--- src/rtl/data_mem_dump_reader_pkg.sv ---
// Shared constants for the data memory readback unit: widths common to the
// data memory and processor top, plus the dump FSM state encoding.
package data_mem_dump_reader_pkg;

    localparam int DATA_W_DEF = 16;
    localparam int ADDR_W_DEF = 10;

    typedef enum logic [2:0] {
        ST_IDLE    = 3'd0,
        ST_ISSUE   = 3'd1,
        ST_CAPTURE = 3'd2,
        ST_SEND    = 3'd3,
        ST_FINISH  = 3'd4
    } state_t;

endpackage

--- src/rtl/data_mem_dump_reader.sv ---
// Data memory dump reader: on an accepted start it freezes the processor,
// walks the latched inclusive address range one word at a time and emits
// each word on a valid/ready stream tagged with its address and a last flag.
module data_mem_dump_reader
    import data_mem_dump_reader_pkg::*;
#(
    parameter int DATA_W = DATA_W_DEF,
    parameter int ADDR_W = ADDR_W_DEF
) (
    input  logic              clock,
    input  logic              reset,
    input  logic              start,
    input  logic [ADDR_W-1:0] first_addr,
    input  logic [ADDR_W-1:0] last_addr,
    output logic              busy,
    output logic              halt,
    output logic              err,
    output logic              done,
    output logic              mem_rd_en,
    output logic [ADDR_W-1:0] mem_addr,
    input  logic [DATA_W-1:0] mem_rd_data,
    output logic              out_valid,
    input  logic              out_ready,
    output logic [DATA_W-1:0] out_data,
    output logic [ADDR_W-1:0] out_addr,
    output logic              out_last
);

    state_t            r_state;
    state_t            w_next_state;
    logic              w_accept;
    logic              w_reject;
    logic              w_handshake;
    logic [ADDR_W-1:0] r_cur;
    logic [ADDR_W-1:0] r_last_addr;
    logic [ADDR_W-1:0] r_out_addr;
    logic [DATA_W-1:0] r_out_data;
    logic              r_out_last;
    logic              r_err;

    // State register; reset aborts any dump in progress without done/err.
    // NOTE: sequential state uses non-blocking (<=) so every flop samples
    // the pre-edge values of the others, independent of statement order.
    always_ff @(posedge clock) begin
        if (reset) r_state <= ST_IDLE;
        else       r_state <= w_next_state;
    end

    // Next-state decode and state-derived outputs.
    // NOTE: every signal gets a default before the case so no path leaves
    // it unassigned, which would otherwise infer a latch.
    always_comb begin
        w_next_state = r_state;
        w_accept     = 1'b0;
        w_reject     = 1'b0;
        w_handshake  = 1'b0;
        busy         = (r_state != ST_IDLE);
        halt         = (r_state != ST_IDLE);
        mem_rd_en    = 1'b0;
        out_valid    = 1'b0;
        done         = 1'b0;
        case (r_state)
            ST_IDLE: begin
                if (start) begin
                    if (first_addr <= last_addr) begin
                        w_accept     = 1'b1;
                        w_next_state = ST_ISSUE;
                    end else begin
                        w_reject     = 1'b1;
                    end
                end
            end
            ST_ISSUE: begin
                mem_rd_en    = 1'b1;
                w_next_state = ST_CAPTURE;
            end
            ST_CAPTURE: begin
                w_next_state = ST_SEND;
            end
            ST_SEND: begin
                out_valid = 1'b1;
                if (out_ready) begin
                    w_handshake  = 1'b1;
                    w_next_state = r_out_last ? ST_FINISH : ST_ISSUE;
                end
            end
            ST_FINISH: begin
                done         = 1'b1;
                w_next_state = ST_IDLE;
            end
            default: begin
                w_next_state = ST_IDLE;
            end
        endcase
    end

    // Address counter, latched bound, captured output word and err pulse.
    // The last-word compare is taken before any increment, and the counter
    // only advances on non-final handshakes, so it never wraps past the top.
    always_ff @(posedge clock) begin
        if (reset) begin
            r_cur       <= '0;
            r_last_addr <= '0;
            r_out_data  <= '0;
            r_out_addr  <= '0;
            r_out_last  <= 1'b0;
            r_err       <= 1'b0;
        end else begin
            r_err <= w_reject;
            if (w_accept) begin
                r_cur       <= first_addr;
                r_last_addr <= last_addr;
            end
            if (r_state == ST_CAPTURE) begin
                r_out_data <= mem_rd_data;
                r_out_addr <= r_cur;
                r_out_last <= (r_cur == r_last_addr);
            end
            if (w_handshake && !r_out_last) begin
                r_cur <= r_cur + ADDR_W'(1);
            end
        end
    end

    assign mem_addr = r_cur;
    assign out_data = r_out_data;
    assign out_addr = r_out_addr;
    assign out_last = r_out_last;
    assign err      = r_err;

endmodule

--- config.mk ---
export PLATFORM = sky130hd
export DESIGN_NAME = data_mem_dump_reader
export DESIGN_NICKNAME = d
export VERILOG_FILES = /design/src/rtl/data_mem_dump_reader_pkg.sv /design/src/rtl/data_mem_dump_reader.sv
export SDC_FILE = /design/constraint.sdc
export NUM_CORES = 1
export LEC_CHECK = 0
export CELL_PAD_IN_SITES_DETAIL_PLACEMENT = 1
export CELL_PAD_IN_SITES_GLOBAL_PLACEMENT = 1
export CORE_MARGIN = 2
export CORE_UTILIZATION = 33
export DETAILED_ROUTE_END_ITERATION = 7
export GPL_TIMING_DRIVEN = 1
export PLACE_DENSITY = 0.78
export SYNTH_ARGS = -nofsm -noshare
export SYNTH_HDL_FRONTEND = slang
export SYNTH_SLANG_ARGS = --single-unit
export TNS_END_PERCENT = 50
--- constraint.sdc ---
create_clock -name clock -period 2.5 [get_ports clock]
set_input_delay 0.5 -clock clock [delete_from_list [all_inputs] [get_ports clock]]
set_output_delay 0.5 -clock clock [all_outputs]
set_load 0.005 [all_outputs]
* Word-level counts from Yosys, hierarchy flattened *
Cells that the tools add are included.
W data, S select, Z words.

operators by class
  reductions and logical operators = 7
  add/sub/neg operators = 1
  magnitude comparators = 1
  multiplexer cells = 16
  equal/unequal tests = 8
  bitwise logic cells = 2
  shifts and indexed selects = 0
  div/mod/pow operators = 0
  multipliers = 0

operator list
  operator                 number
  $mux W10                 2
  $mux W3                  4
  $pmux W3 S4              1
  $add A10 B1 Y10 const B  1
  $eq A10 B10 Y1           1
  $le A10 B10 Y1           1
  $mux W1                  9
  $eq A3 B2 Y1 const B     2
  $ne A2 B2 Y1 const B     3
  $eq A3 B1 Y1 const B     1
  $eq A3 B3 Y1 const B     1
  $logic_not A3 Y1         1
  $reduce_and A3 Y1        1
  $reduce_bool A3 Y1       1
  $reduce_or A3 Y1         1
  $not A1 Y1               2
  $reduce_bool A2 Y1       1
  $logic_and A1 B1 Y1      1
  $logic_not A1 Y1         1

storage, ports and cells
  ROM bits = 0
  register bits = 51
  output and inout bits = 43
  input port bits = 40
  latch bits = 0
  logic and storage cells = 42
  RAM bits = 0
  memories kept = 0

* Longest topological paths before layout *
Gate-level depths: netlist (run 1).

  depth after elaboration = 6
  mapped depth = 9

* Worst setup path before layout (run 1) *
No wires, ideal clock.

  path kind = input -> register
  start = input port last_addr[9]
  end = register r_last_addr[0]
  cell stages on the path = 9
  slack = 0.241 ns
  arrival time = 2.126 ns
  data required time = 2.368 ns
  path through = inv_1 > ha_1 > a21oi_1 > o211ai_1 > or4_1 > clkbuf_1 > buf_2 > nand3_1 > a21oi_1

on the way
  longest elaborated chain between the ends = 4

ends and longest elaborated chain
  item                    RTL line                     RTL
  start: declaration      data_mem_dump_reader.sv:14   input logic [ADDR_W-1:0] last_addr,
  $le A10 B10 Y1          data_mem_dump_reader.sv:65   if (first_addr <= last_addr) begin
  $mux W1                 data_mem_dump_reader.sv:65
  $mux W1                 data_mem_dump_reader.sv:64   if (start) begin
  $mux W1                 data_mem_dump_reader.sv:62   case (r_state)
  end signal: assignment  data_mem_dump_reader.sv:112  r_last_addr <= last_addr;
  end: declaration        data_mem_dump_reader.sv:35   logic [ADDR_W-1:0] r_last_addr;

Every way passes these cells.
A chain may end at the register's enable or synchronous reset.

* Final worst setup path (run 1) *
  start = input port first_addr[9]
  end = register r_cur[0] (netlist: mem_addr[0])

on the way
  longest elaborated chain between the ends = 5

ends and longest elaborated chain
  item                                 RTL line                     RTL
  start: declaration                   data_mem_dump_reader.sv:13   input logic [ADDR_W-1:0] first_addr,
  $le A10 B10 Y1                       data_mem_dump_reader.sv:65
  $mux W1                              data_mem_dump_reader.sv:65
  $mux W1                              data_mem_dump_reader.sv:64
  $mux W1                              data_mem_dump_reader.sv:62
  $reduce_bool A2 Y1 (no source line)  --
  end signal: assignment               data_mem_dump_reader.sv:111  r_cur <= first_addr;
  end signal: assignment               data_mem_dump_reader.sv:120  r_cur <= r_cur + ADDR_W'(1);
  end: declaration                     data_mem_dump_reader.sv:34   logic [ADDR_W-1:0] r_cur;

Every way passes these cells.

==> results of run 1 <==
[worst paths after layout]
path	endpoint	slack [ns]	startpoint
max	mem_addr[0]	-0.07	first_addr[9]
min	out_data[4]	0.46	out_data[4]
max reg2reg	mem_addr[0]	0.51	r_state[1]
min reg2reg	out_data[4]	0.46	out_data[4]
[flip-flops by register name, summed over array words and instances (netlist names)]
register,cells
r_state,3
out_data,16
out_addr,10
mem_addr,10
err,1
out_last,1
r_last_addr,10
[worst max-delay path: stages]
cell and delay, ns:
clkdlybuf4s50_1 0.51, ha_4 0.34, nand4_1 0.19, buf_4 0.21, a211oi_4 0.33, or4_4 0.21, buf_6 0.13, nand3_2 0.10
o221a_2 0.25
[area by class of cell]
class | instances | area share
Multi-Input combinational cell | 228 | 0.381
Sequential cell | 51 | 0.271
Tap cell | 99 | 0.0329
Clock inverter | 1 | 0.00232
Timing Repair Buffer | 108 | 0.272
Clock buffer | 7 | 0.0229
Inverter | 18 | 0.0179
[metrics by stage]
step	cells	utilization	setup slack, ns
floorplan	322	-	0.241
global placement	501	0.482	-0.300
detailed placement	501	0.482	-0.379
CTS	510	0.499	0.00532
global route	512	0.511	-0.139
finish	512	0.511	-0.0743
[metal layers]
metal / track usage / vias to the layer above / routed length [um]
met2: 0.344 / 88 / 4500
li1: - / 1291 / -
met1: 0.227 / 1280 / 3560
met5: 0 / - / 0
met3: 0.0468 / 8 / 459
met4: 0.0485 / 0 / 82
[cells in the final DEF (no fill, tap or decap), types with 3 or more instances in the layout]
master	n
o221a_2	3
a31oi_1	5
a21oi_2	3
nor4_1	3
buf_4	23
xor2_1	11
dfxtp_1	51
inv_1	16
clkdlybuf4s50_1	80
nor2_1	10
nand2_1	60
a21oi_1	43
ha_4	3
nor3b_1	3
o21ai_0	12
and3_1	3
o211ai_1	3
nand3_1	17
buf_6	3
ha_1	8
nand4_1	6
clkbuf_8	6
[kinds of logic after synthesis]
family          after synthesis
flops                        51
fa+ha+maj                    11
simple gates                118
xor+xnor                     13
mux                           1
buf+inv                      43
compound gates               85
[power groups by stage]
stage	Sequential [mW]	Clock (mW)	Combinational, mW
2_1_floorplan	0.962	0	0.333
3_3_place_gp	0.996	0	0.617
3_5_place_dp	0.998	0	0.632
4_1_cts	0.980	0.513	0.644
5_1_grt	0.992	0.548	0.735
6_report	0.979	0.502	0.671
[repair_timing]
item	in CTS	in global routing
resized for setup	6	16
setup endpoints to repair	4	17
pin swaps	2	12
hold endpoints to repair	0	0
setup buffers	1	2
==> impl_metrics.toml, run 1 <==
[status]
status = "finished with violations"
violations = "setup timing"

[yosys]
synth_area_um2 = 2540
syn_area_per_cell_um2 = 7.89
synth_seq_cells = 51
synthMuxAreaShare = 0.00443
synth-xor-area-share = 0.0448
async_flop_share = 0
yosys.area_share.adder = 0.0542
synth_top_family_by_area = "simple AND/OR/NAND/NOR gates"
synth_cell_types = 45
synth_cells = 322
synth_top_cell_by_area = "dfxtp_1"
yosys_warnings = 0
synth.area.top_cells = "dfxtp_1 40%, a21oi_1 8.9%, nand2_1 8.9%, ha_1 5.4%, xor2_1 3.8%"
yosysSeqAreaShare = 0.402
synth_most_common_cell = "nand2_1"
synthSimpleGateAreaFrac = 0.224
synth_commonest_cells = "60 x nand2_1, 51 x dfxtp_1, 45 x a21oi_1, 18 x inv_1, 18 x nand3_1"
synth-compound-area-share = 0.204
syn_nets = 373
synth_ff_type = "dfxtp_1"
synth_enable_flop_cells = 0
synth_top_area_frac = 0.402

[global_routing]
grt_overflow_total = 0
grt_max_degree = 31
antenna_found_initial = 0
grt_pass1_vias = 2641
gr-usage-all-layers = 0.191
grt_pass1_wl_mm = 13.0

[hold_path]
holdCritPathClass = "flop to flop"
holdPathStages = 2

[timing]
tightest_slew_ns = 0.452
fmax_ghz = 0.388
finalMaxSlewViolations = 0
setup_viol = 7
holdWs_ns = 0.459
clock_skew_ns = 0.00873
setup_tns_ns = -0.408
final.setup.worst_slack_ns = -0.0743
hold_viol = 0
period_share = 1.03
maxSlewHeadroom = 0.699
post-route-min-period_ns = 2.57

[die]
start_util = 0.345
io_pins = 83
fp.dieArea_um2 = 8410
dieHeight_um = 91.7
core_area_um2 = 7370
row_count = 31
die_x_um = 91.7

[power_and_ir_drop]
ir_drop_mv = 0.226
p_total_mw = 2.15
power.switching_mw = 0.684
swShare = 0.318
power_frac_clock = 0.233
p_seq_frac = 0.455
p_leak_nw = 1.44
p_comb_frac = 0.312
power_density_nw_per_um2 = 571
internal-power_mw = 1.47

[worst_setup_path]
critical_path_class = "input pin to flop"
crit_fanout = 7
endpoint_kind = "flop"
required_ns = 2.70
start_kind = "input pin"
cp.arrival_ns = 2.78
reg2reg_depth = 6

[drt]
ant_nets = 0
drt_iter0_markers = 94
drtPass1Iterations = 4
drc = 0
vias = 2667
wl_per_cell_um = 16.8
viasPerCell = 5.21
routed_wl_mm = 8.59

[final_layout]
drive_gt1_frac = 0.140
seqCellArea_um2 = 1020
num_antenna_cells = 0
area_growth_pct = 48.4
multi_input_area_um2 = 1440
fin_area_um2 = 3770
nFillCells = 914
nets = 463

[placed_design]
place_area_um2 = 3550
port_buffers = 82
gp_congestion = 0.862
dpl.hpwl_mm = 6.28

[clock_network]
post_cts_hold_buffer_count = 0
insertion_delay_ns = 0.30
cts_root_buf = "clkbuf_8"
cts_buffer_depth = 2
htreeDepth = 2
numCtsBuffers = 5
clock-sinks = 51
cts_tree = "built"
clk_pin_slew_worst_paths_ns = 0.09

[flow_run]
cap_violations = 0
No activity file was read; power rests on OpenSTA's default activity.
==> run 2, diff against run 1 <==
--- a/config.mk
+++ b/config.mk
@@ -11,6 +11,7 @@
 export CORE_UTILIZATION = 33
 export DETAILED_ROUTE_END_ITERATION = 7
 export GPL_TIMING_DRIVEN = 1
+export HOLD_SLACK_MARGIN = 0.08
 export PLACE_DENSITY = 0.78
 export SYNTH_ARGS = -nofsm -noshare
 export SYNTH_HDL_FRONTEND = slang
==> results of run 2 <==
Final layout, timing and power as in run 1 (identical DEF).
